**config.mk**
```make
export PLATFORM = sky130hd
export DESIGN_NAME = seg_capture_n
export DESIGN_NICKNAME = d
export VERILOG_FILES = /design/src/rtl/seg_capture_n.sv
export SDC_FILE = /design/constraint.sdc
export NUM_CORES = 1
export LEC_CHECK = 0
export CORE_ASPECT_RATIO = 1.25
export CORE_MARGIN = 4
export CORE_UTILIZATION = 40
export CTS_CLUSTER_SIZE = 14
export DETAILED_ROUTE_END_ITERATION = 8
export PLACE_DENSITY_LB_ADDON = 0.15
export SLEW_MARGIN = 20
export SYNTH_ARGS = -nofsm -noshare
export SYNTH_HDL_FRONTEND = slang
export SYNTH_SLANG_ARGS = --single-unit
```
**constraint.sdc**
```tcl
create_clock -name clk -period 2.28 [get_ports clk]
set_clock_uncertainty 0.1 [all_clocks]
set_input_delay 0.456 -clock clk [delete_from_list [all_inputs] [get_ports clk]]
set_output_delay 0.456 -clock clk [all_outputs]
set_load 0.01 [all_outputs]
```
**src/rtl/seg_capture_n.sv**
```systemverilog
// seg_capture_n: rebuilds 4-bit digit frames from a multiplexed active-low seven-segment bus.
// Optional hex (A-F) decode is enabled by defining SEG_CAPTURE_HEX_EN.
module seg_capture_n #(
   parameter int unsigned NDIG          = 4,
   parameter int unsigned STABLE_CYCLES = 4
) (
   input  logic              clk,
   input  logic              rst_n,
   input  logic [6:0]        segs_n,
   input  logic [NDIG-1:0]   an_n,
   input  logic              frame_ready,
   output logic              frame_valid,
   output logic [4*NDIG-1:0] frame_digits,
   output logic [NDIG-1:0]   frame_blank,
   output logic [NDIG-1:0]   frame_err,
   output logic              glitch
);

   localparam logic [7:0] RUN_MAX = 8'(STABLE_CYCLES);

   typedef enum logic {COLLECT, PRESENT} state_t;

   state_t              state_q, state_d;
   logic [NDIG+6:0]     samp_q;
   logic [7:0]          run_q, run_d;
   logic [NDIG-1:0]     mask_q, mask_d;
   logic [4*NDIG-1:0]   slot_q, slot_d;
   logic [NDIG-1:0]     sblank_q, sblank_d;
   logic [NDIG-1:0]     serr_q, serr_d;
   logic [4*NDIG-1:0]   fdig_q, fdig_d;
   logic [NDIG-1:0]     fblank_q, fblank_d;
   logic [NDIG-1:0]     ferr_q, ferr_d;
   logic                glitch_q;

   logic [NDIG+6:0]     samp_now;
   logic [NDIG-1:0]     sel;
   logic                sel_any, sel_one, multi;
   logic                new_run, capture;
   logic [5:0]          dec;

   // Result packing: {err, blank, value}
   function automatic logic [5:0] decode(input logic [6:0] s);
      logic [5:0] r;
      case (s)
         7'b1000000: r = {2'b00, 4'h0};
         7'b1111001: r = {2'b00, 4'h1};
         7'b0100100: r = {2'b00, 4'h2};
         7'b0110000: r = {2'b00, 4'h3};
         7'b0011001: r = {2'b00, 4'h4};
         7'b0010010: r = {2'b00, 4'h5};
         7'b0000010: r = {2'b00, 4'h6};
         7'b1111000: r = {2'b00, 4'h7};
         7'b0000000: r = {2'b00, 4'h8};
         7'b0010000: r = {2'b00, 4'h9};
         7'b1111111: r = {2'b01, 4'h0};
`ifdef SEG_CAPTURE_HEX_EN
         7'b0001000: r = {2'b00, 4'hA};
         7'b0000011: r = {2'b00, 4'hB};
         7'b1000110: r = {2'b00, 4'hC};
         7'b0100001: r = {2'b00, 4'hD};
         7'b0000110: r = {2'b00, 4'hE};
         7'b0001110: r = {2'b00, 4'hF};
`endif
         default:    r = {2'b10, 4'hF};
      endcase
      return r;
   endfunction

   assign samp_now = {an_n, segs_n};
   assign sel      = ~an_n;
   assign sel_any  = |sel;
   assign sel_one  = sel_any && ((sel & (sel - NDIG'(1))) == '0);
   assign multi    = sel_any && !sel_one;
   assign dec      = decode(segs_n);

   // A multi-select cycle always restarts the run, even if it repeats the last sample.
   assign new_run = (samp_now != samp_q) || multi;
   assign run_d   = new_run            ? 8'd1  :
                    (run_q == RUN_MAX) ? run_q : run_q + 8'd1;
   // First arrival at RUN_MAX only; the new_run term covers STABLE_CYCLES == 1.
   assign capture = (state_q == COLLECT) && sel_one && (run_d == RUN_MAX) &&
                    (new_run || (run_q != RUN_MAX));

   always_comb begin
      state_d  = state_q;
      mask_d   = mask_q;
      slot_d   = slot_q;
      sblank_d = sblank_q;
      serr_d   = serr_q;
      fdig_d   = fdig_q;
      fblank_d = fblank_q;
      ferr_d   = ferr_q;
      case (state_q)
         COLLECT: begin
            if (capture) begin
               for (int unsigned i = 0; i < NDIG; i++) begin
                  if (sel[i]) begin
                     slot_d[4*i +: 4] = dec[3:0];
                     sblank_d[i]      = dec[4];
                     serr_d[i]        = dec[5];
                     mask_d[i]        = 1'b1;
                  end
               end
            end
            if (mask_q == '1) begin
               fdig_d   = slot_q;
               fblank_d = sblank_q;
               ferr_d   = serr_q;
               state_d  = PRESENT;
            end
         end
         PRESENT: begin
            if (frame_ready) begin
               mask_d  = '0;
               state_d = COLLECT;
            end
         end
         default: state_d = COLLECT;
      endcase
   end

   always_ff @(posedge clk) begin
      if (!rst_n) begin
         state_q  <= COLLECT;
         samp_q   <= '0;
         run_q    <= '0;
         mask_q   <= '0;
         slot_q   <= '0;
         sblank_q <= '0;
         serr_q   <= '0;
         fdig_q   <= '0;
         fblank_q <= '0;
         ferr_q   <= '0;
         glitch_q <= 1'b0;
      end else begin
         state_q  <= state_d;
         samp_q   <= samp_now;
         run_q    <= run_d;
         mask_q   <= mask_d;
         slot_q   <= slot_d;
         sblank_q <= sblank_d;
         serr_q   <= serr_d;
         fdig_q   <= fdig_d;
         fblank_q <= fblank_d;
         ferr_q   <= ferr_d;
         glitch_q <= multi;
      end
   end

   assign frame_valid  = (state_q == PRESENT);
   assign frame_digits = fdig_q;
   assign frame_blank  = fblank_q;
   assign frame_err    = ferr_q;
   assign glitch       = glitch_q;

endmodule

```
==> reports/summary.txt, run 1 <==
Status: completed
Final net count: 458
CORE AREA: 7880 um2
Reg2Reg Depth: 9
Final Critical Period: 2.23 ns
Sequential fraction of the synthesis area: 44.6%
Max_slew headroom: 73.4%
CTS buffer count: 9
Reg2reg setup slack: 0.05 ns
Setup Crit Path Kind: primary input to register
Min-delay src: frame_err[2]
Peak supply drop: 0.403 mV
Hold path endpoint: frame_err[2]
Root buf cell: clkbuf_8
Row cnt: 36
Yosys reg bits: 73
DR WL/cell: 13.5 um
Area post-placement: 4030 um2
Clock Latency Late Sink: 0.34 ns
Register area: 1460 um2
Async S/R FF share, synth: 0%
Worst Path Arrival: 2.35 ns
IO Count: 40
Critical path's slowest cell: clkdlybuf4s50_1
Number of global-route vias before repair: 2748
H-Tree Depth: 3
CTS Hold Bufs: 0
Setup_tns: 0 ns
Max incr delay on CP: 0.54 ns
CTS tree: built
Syn avg cell area: 8.88 um2
Max-cap violation count: 0
Area grow syn2layout: 33.7%
Worst R2R Start: run_q[1]
Clock sink count: 73
Req. time, crit path: 2.40 ns
CTS max path bufs: 2
Gpl congestion: 0.811
Final WL: 7330 um
Main synth FF type: dfxtp_1
GR Overflow Total: 0
Post-synthesis cell type count: 49
Crit path buffers/inverters: 1
Die ar.: 9710 um2
HP Class: register to register
Diode count: 0
Leakage: 1.79 nW
Final period util: 98.0%
GRT Util Overall: 16.6%
Max Freq: 0.448 GHz
Final setup viols: 0
Antenna violations before repair: 0
Pin count of the biggest net entering global routing: 56
Die width: 88.9 um
Routed Antenna Nets: 0
Hold path depth: 2
Dpl hpwl: 5370 um
CP Max Fanout: 5
Synth Instances: 369
Share of layout cells above drive strength 1: 19.9%
Crit end category: register
Multi-input logic area: 1740 um2
Remaining DRCs: 0
Detailed Route Iter0 Violations: 60
Yosys warns: 0
Starting Density: 41.6%
Routed vias/inst: 4.98
CP Launch Type: primary input
Fin area: 4380 um2
RSZ-0062 raised after global routing: yes
Global-route wire length before repair: 12600 um
Final hold violations: 0
R2R Path End: serr_q[1]
Chip Height: 109 um
Critical path, cell by cell: clkdlybuf4s50_1 -> xnor2_1 -> nand3_1 -> nor4_2 -> nand4b_1 -> or2_4 -> mux2i_1
CP top delay family: simple AND/OR/NAND/NOR gates
First-pass DRT Iterations: 4
CTS clk-pin slew, worst paths: 0.08 ns
Via count: 2701
Pwr dens: 650 nW/um2
Mapped cell area: 3280 um2
EDFF count, synth: 0
Fill count: 757
Worst-margin pin slew: 0.396 ns
PortBufs: 39
Max-slew violation count: 0
Net Count, Synth: 385
-- cell families after synthesis --
family	after synthesis	synth area share (%)
buffers and inverters	29	4.35
DFF	73	44.6
muxes	25	7.68
xor gates and xnor gates	19	5.08
and+or+nand+nor	175	27.0
adders and majority gates	3	1.07
AOI/OAI and AO/OA	45	10.2
-- cell type report --
cell class / count / share of cell area, %
clock buffers: 10 / 2.91
clock inverters: 6 / 3.14
inverters: 2 / 0.171
multi-input cells: 267 / 39.8
flip-flops and latches: 73 / 33.4
well taps: 95 / 2.71
repair buffers: 89 / 17.8
-- where the power goes --
group	total, mW	switching, mW	internal [mW]
combinational	0.219	0.104	0.115
clock	1.33	0.491	0.844
sequential	1.29	0.00635	1.29
total	2.85	0.601	2.25
-- synth_stat cells, types with 3 or more instances --
library cell	n	area [um2]
a21boi_0	26	195
and2_1	13	81.3
nand2_1	86	323
mux2i_1	24	240
xnor2_1	14	123
a21boi_1	4	30.0
nand4b_1	3	26.3
nor2b_1	4	25.0
a21oi_1	3	15.0
buf_2	3	15.0
dfxtp_1	73	1460
o21ai_0	3	15.0
buf_6	4	45.0
nand4_1	10	62.6
clkbuf_1	19	71.3
or2_1	4	25.0
nor2_1	14	52.6
xor2_1	5	43.8
nand3_1	12	60.1
nor3_1	6	30.0
and4_1	3	26.3
nor4_1	4	25.0
-- how the worst max path moves through the flow --
stage,startpoint,endpoint,slack [ns],cells after the start
after floorplan,run_q[1],slot_q[1],0.03,9
after global placement,an_n[2],serr_q[0],-0.32,7
after detailed placement,an_n[2],slot_q[1],-0.39,7
after CTS,an_n[2],serr_q[1],0.003,7
after global routing,run_q[1],serr_q[1],-0.11,9
final,an_n[1],serr_q[1],0.05,7
-- per-stage QoR --
stage	power, mW	hold slack, ns	utilization [%]	cells	worst slack [ns]
final	2.85	0.363	55.6	542	0.0454
after global routing	2.95	0.384	55.6	542	-0.114
after CTS	2.87	0.367	54.9	541	0.00279
after detailed placement	1.54	0.353	51.2	524	-0.386
after global placement	1.53	0.349	51.2	524	-0.317
after floorplan	1.43	0.330	-	369	0.0275
-- worst reg2reg max path, cell delays in order (launching register included) --
cell      delay [ns]
dfxtp_2         0.36
inv_2           0.05
ha_4            0.24
nor4b_4         0.22
o211ai_2        0.14
nor4_4          0.17
buf_4           0.16
nand4b_1        0.20
or2_4           0.33
mux2i_1         0.12
-- layout by cell type (no fill, tap or decap), types with 2 or more instances in the layout --
master and instances:
nand3b_1 2, nand4_1 10, and4_1 3, xnor2_2 3, nand3_2 2, dfxtp_1 71, mux2i_1 24, nand2_1 86
nand2b_1 2, and2_1 13, or2_4 4, dlymetal6s2s_1 3, xnor2_1 11, a21boi_1 3, nor2b_1 4, clkbuf_8 9
o21ai_0 3, buf_4 49, nor4_1 3, clkdlybuf4s50_1 35, nor3_1 6, nor4_2 2, and3_1 2, nand3_1 11
nor2_1 13, bufinv_16 4, nand4b_1 3, dfxtp_2 2, a21boi_0 26, a21oi_1 3, xor2_1 5
-- flip-flops by register name, indices dropped and copies added, names as in the netlist --
signal and cells:
serr_q 4, slot_q 16, frame_digits 16, frame_err 4, frame_blank 4, samp_q 11
run_q 8, mask_q 4, frame_valid 1, glitch 1, sblank_q 4
-- timing repair --
item,CTS,global route
hold endpoints to repair,0,0
pin swaps,3,3
gates resized for setup,6,10
buffers inserted,1,1
endpoints found under the setup margin,20,32
gates cloned,0,0
-- layer usage --
| metal | vias up | routed length (um) | GRT usage [%] |
|---|---|---|---|
| met5 | - | 0 | 0 |
| met3 | 8 | 187 | 3.40 |
| met2 | 33 | 3730 | 27.9 |
| li1 | 1398 | - | - |
| met4 | 0 | 97 | 6.17 |
| met1 | 1262 | 3320 | 20.7 |
Note: power is estimated with default switching activity, not from simulation.
==> run 2: changes to the inputs <==
--- a/config.mk
+++ b/config.mk
@@ -10,7 +10,9 @@
 export CORE_UTILIZATION = 40
 export CTS_CLUSTER_SIZE = 14
 export DETAILED_ROUTE_END_ITERATION = 8
+export DONT_BUFFER_PORTS = 1
 export PLACE_DENSITY_LB_ADDON = 0.15
+export SETUP_SLACK_MARGIN = 0.02
 export SLEW_MARGIN = 20
 export SYNTH_ARGS = -nofsm -noshare
 export SYNTH_HDL_FRONTEND = slang
==> run 2 against run 1 <==
Effect of this change:
- count of clock-buffer cells in the layout unchanged
- fmax increased by 1.8%
- power decreased by 16%
- register-to-register slack improved by 0.04 ns
- sequential power about the same
==> reports/summary.txt, run 2 (same netlist as run 1, synthesis figures left out) <==
Status: completed
Gpl congestion: 0.800 (-1.4%)
CTS clk-pin slew, worst paths: 0.08 ns (about the same)
Remaining DRCs: 0 (unchanged)
Register area: 1460 um2 (unchanged)
R2R Path End: slot_q[2]
Chip Height: 109 um (unchanged)
CTS Hold Bufs: 0 (unchanged)
IO Count: 40 (unchanged)
Max Freq: 0.455 GHz (+1.8%)
Reg2Reg Depth: 8 (-1)
Most used cells in the layout excluding fill and tap cells: nand2_1 (86), dfxtp_1 (71), a21boi_0 (26)
Crit path buffers/inverters: 1 (unchanged)
Max Used Layer: met4
Detailed Route Iter0 Violations: 119 (+98%)
WL met1: 3080 um (-7.1%)
Final period util: 96.3% (-1.7 points)
PortBufs: 0 (-100%)
Met2 wire len: 3300 um (-11%)
GR Overflow Total: 0 (unchanged)
Worst Path Arrival: 2.31 ns (-0.04 ns)
Dpl hpwl: 4830 um (-9.9%)
Pwr dens: 669 nW/um2 (+2.9%)
Peak supply drop: 0.435 mV (+7.8%)
First-pass DRT Iterations: 4 (unchanged)
Final WL: 6860 um (-6.4%)
Row cnt: 36 (unchanged)
Pwr Total: 2.40 mW (-16%)
GRT Util Overall: 15.5% (-1.1 points)
Clock sink count: 73 (unchanged)
Req. time, crit path: 2.39 ns (about the same)
Die ar.: 9710 um2 (unchanged)
Share of layout cells above drive strength 1: 12.4% (-7.5 points)
Max incr delay on CP: 0.35 ns (-0.19 ns)
Crit end category: register
CTS buffer count: 9 (unchanged)
Number of global-route vias before repair: 2351 (-14%)
CTS max path bufs: 2 (unchanged)
Fill count: 779 (+2.9%)
Routed length on met3: 335 um (+79%)
Worst Setup EP: slot_q[2]
CP Launch Type: register
Commonest non-fill, non-tap cell in the layout: nand2_1
RSZ-0062 raised after global routing: yes
Max-slew violation count: 0 (unchanged)
Area grow syn2layout: 9.59%
Worst-margin pin slew: 0.533 ns (+0.137 ns)
Multi-input logic area: 1710 um2 (-1.9%)
Critical path's slowest cell: or2_4
Final hold violations: 0 (unchanged)
Routed vias/inst: 5.26 (+5.6%)
Clock Latency Late Sink: 0.35 ns (about the same)
Reg2reg setup slack: 0.08 ns (+0.04 ns)
Max_slew headroom: 64.3% (-9.1 points)
Root buf cell: clkbuf_8
Worst R2R Start: run_q[0]
Max-cap violation count: 0 (unchanged)
Critical path, cell by cell: buf_4 -> ha_1 -> xor2_1 -> o211ai_2 -> nor4_4 -> nand4b_1 -> or2_4 -> mux2i_1
Final Critical Period: 2.20 ns (-0.0386 ns)
Die width: 88.9 um (unchanged)
Critical path origin: run_q[0]
Antenna violations before repair: 0 (unchanged)
CP Max Fanout: 5 (unchanged)
WP depth: 8 (+1)
Via count: 2453 (-9.2%)
CTS tree: built
Diode count: 0 (unchanged)
CORE AREA: 7880 um2 (unchanged)
H-Tree Depth: 3 (unchanged)
Global-route wire length before repair: 11400 um (-9.8%)
Routed Antenna Nets: 0 (unchanged)
Setup Crit Path Kind: register to register
Final net count: 382 (-17%)
DR WL/cell: 14.7 um (+8.9%)
CP top delay family: simple AND/OR/NAND/NOR gates
Hold path depth: 1 (-1)
Pin count of the biggest net entering global routing: 75 (+34%)
Leakage: 1.38 nW (-23%)
Hold slack final: 0.126 ns (-0.237 ns)
Starting Density: 41.6% (unchanged)
Final core occ: 45.5% (-10 points)
Final setup viols: 0 (unchanged)
HP Class: primary input to register
-- run 2: layer usage --
metal,GRT usage (%),vias to the layer above
li1,-,1242
met2,23.2,47
met4,7.98,0
met1,19.4,1154
met5,0,-
met3,5.59,10
-- run 2: where the power goes --
part	total [mW]	switching [mW]	internal, mW
sequential	1.29	0.00643	1.29
combinational	0.102	0.0451	0.0569
clock	1.01	0.496	0.510
total	2.40	0.548	1.85
-- run 2: per-stage QoR --
step	setup WS (ns)	instance area [um2]	setup TNS, ns	instances
after floorplan	0.0275	3290	0	369
after global placement	-0.0142	3360	-0.0142	448
after detailed placement	-0.104	3360	-1.48	448
after CTS	0.0333	3570	0	464
after global routing	-0.0273	3590	-0.0546	466
final	0.0840	3590	0	466
-- run 2: how the worst min path moves through the flow --
stage | startpoint | endpoint | slack [ns]
after detailed placement | slot_q[0] | slot_q[0] | 0.35
final | segs_n[1] | samp_q[1] | 0.13
after global routing | segs_n[4] | samp_q[4] | 0.1
after global placement | serr_q[3] | serr_q[3] | 0.35
after floorplan | mask_q[0] | mask_q[0] | 0.33
after CTS | segs_n[1] | samp_q[1] | 0.10
-- run 2: layout make-up --
type	instances	share of cell area, %
inverters	2	0.209
well taps	95	3.31
clock buffers	10	3.56
clock inverters	6	1.81
flip-flops and latches	73	40.8
multi-input cells	267	47.6
repair buffers	13	2.72
-- run 2: what timing repair did --
item / 4_1_cts / 5_1_grt
pin swaps: 3 / 6
setup buffers: 0 / 2
setup endpoints to repair: 20 / 20
gates resized for setup: 5 / 3
==> variant, RTL diff (flow settings as in run 2) <==
Make the reset (`rst_n`) asynchronous in one clocked block.
--- a/src/rtl/seg_capture_n.sv
+++ b/src/rtl/seg_capture_n.sv
@@ -119,7 +119,7 @@
       endcase
    end
 
-   always_ff @(posedge clk) begin
+   always_ff @(posedge clk or negedge rst_n) begin
       if (!rst_n) begin
          state_q  <= COLLECT;
          samp_q   <= '0;
Formal check against the unedited RTL: differs if rst_n is asserted again (counterexample within 4 cycles, from zero or initial values and one cycle with rst_n low); with rst_n held inactive, the same outputs for 10 cycles.
==> variant against run 2 <==
  * The run now ends with setup timing left
  * Synthesized area up 1.3%
  * Power up 6.8%
  * Critical endpoint is now slot_q[15]$_DFFE_PN0P_
  * Via count down 16%
  * Design area up 11%
  * Routed wire length up 0.64%
  * Sequential cell count unchanged
  * Worst setup slack worse by 470 ps
  * Largest cell class is now registers
  * Largest power group unchanged
==> variant: results (changes against run 2) <==
status -> finished with violations
failing checks -> setup timing
met1 usage -> 0.2273 (+0.03291)
DP Worst Slack -> -415.5 ps (-311.2 ps)
fraction of layout instances using a drive strength above 1 -> 0.3101 (+0.1861)
Via density -> 5.385 (+2.3%)
HPWL Detailed -> 4710 microns (-2.6%)
Seq/Total Area, Yosys -> 0.5503 (+0.1042)
Final WS setup -> -389.0 ps (-473.0 ps)
WP data arrival -> 2800 ps (+490 ps)
Worst slew margin -> 0.6180 (-0.02536)
total track usage -> 0.1603 (+0.005209)
vias in the first global route -> 2218 (-5.7%)
Top delay family on crit path -> simple AND/OR/NAND/NOR gates
largest net degree at the start of global routing -> 74 (-1.3%)
# Post-CTS Setup Buffers -> 2 (+2)
GP Congestion -> 0.7829 (-2.2%)
Hold Buf Count CTS -> 2 (+2)
VDD IR max -> 0.3837 mV (-12%)
Routed Antenna Nets -> 0 (unchanged)
delay of the slowest cell on the worst path -> 490 ps (+140 ps)
Post-Layout Cell Count -> 382 (-18%)
Root Buffer -> clkbuf_8
Port Buf Inserts -> 0 (unchanged)
Lkg Pwr -> 1.852 nW (+34%)
Setup TNS -> -8154 ps (-8154 ps)
routing usage on met2 -> 0.2287 (-0.003292)
H-tree Lvls -> 3 (unchanged)
Yosys cell types -> 43 (-12%)
top post-synthesis cells by area -> dfrtp_1 55%, mux2_1 15%, xor2_1 4.5%
post-synthesis async set-or-reset flop share -> 1.000 (+1.000)
Synth warnings -> 0 (unchanged)
Routed wire per std cell -> 18.08 microns (+23%)
Post-synth top cells -> 73 x dfrtp_1, 44 x mux2_1, 17 x xor2_1
Area after DPL -> 3600 sq um (+7.2%)
post-CTS resize count -> 26 (+21)
DRT iter0 DRCs -> 75 (-37%)
Syn Nets -> 272 (-29%)
M3 GR Usage -> 0.04348 (-0.01246)
first-pass GRT wire length -> 11790 microns (+3.5%)
Finish-stage setup viols -> 27 (+27)
Critical Path Fanout Max -> 7 (+2)
post-synthesis cell count -> 256 (-31%)
Max Freq -> 0.3747 GHz (-18%)
nets@finish -> 298 (-22%)
placed cells -> 361 (-19%)
Hold/Removal Path Class -> primary input to flop
worst skew pair latency -> 350 ps (about the same)
slowest stage cell, crit path -> or4b_4
## variant: cell types whose count changed after synthesis, sizes merged, moves of 6 or more
cell,change
nand4,-6
nand2,-79
clkbuf,-6
xnor2,-9
xor2,+12
mux2,+47
and2,-13
mux2i,-21
a21boi,-30
dfxtp,-73
dfrtp,+73
## variant: per-layer routing
metal	wire length, microns	part of all wire
met1	3251	0.47
met2	3111	0.45
met3	406	0.059
met4	137	0.020
met5	0	0
## variant: path summary, 6_finish.rpt
path | from | cells after the start | endpoint | slack (ps)
min in group asynchronous | rst_n | 2 | samp_q[3]$_DFF_PN0_ | 550
worst min-delay path | segs_n[0] | 0 | samp_q[0]$_DFF_PN0_ | 30
worst min register to register | mask_q[0]$_DFFE_PN0P_ | 1 | mask_q[0]$_DFFE_PN0P_ | 380
max in group asynchronous | rst_n | 2 | mask_q[1]$_DFFE_PN0P_ | 1230
worst max register to register | run_q[0]$_DFF_PN0_ | 8 | slot_q[15]$_DFFE_PN0P_ | -390
worst max-delay path | run_q[0]$_DFF_PN0_ | 8 | slot_q[15]$_DFFE_PN0P_ | -390
## variant: layout make-up
type	instances	area (sq um)
Tap cell	95	118.9
Multi-Input combinational cell	161	1521
Clock inverter	6	90.09
Clock buffer	10	137.6
Inverter	5	18.77
Fill cell	707	3928
Timing Repair Buffer	32	286.5
Sequential cell	73	1827
## variant: where the power goes
group          switching [mW]  leakage [nW]  internal (mW)
Sequential            0.00551         0.987           1.31
Clock                   0.511         0.113          0.650
Combinational          0.0567         0.752         0.0350
## variant: logic make-up after synthesis
group | after synthesis | synth area share
DFF | 73 | 0.5503
buffers and inverters | 22 | 0.02639
AOI/OAI and AO/OA | 23 | 0.05730
and+or+nand+nor | 63 | 0.1285
xor gates and xnor gates | 22 | 0.05805
muxes | 51 | 0.1719
adders and majority gates | 2 | 0.007537
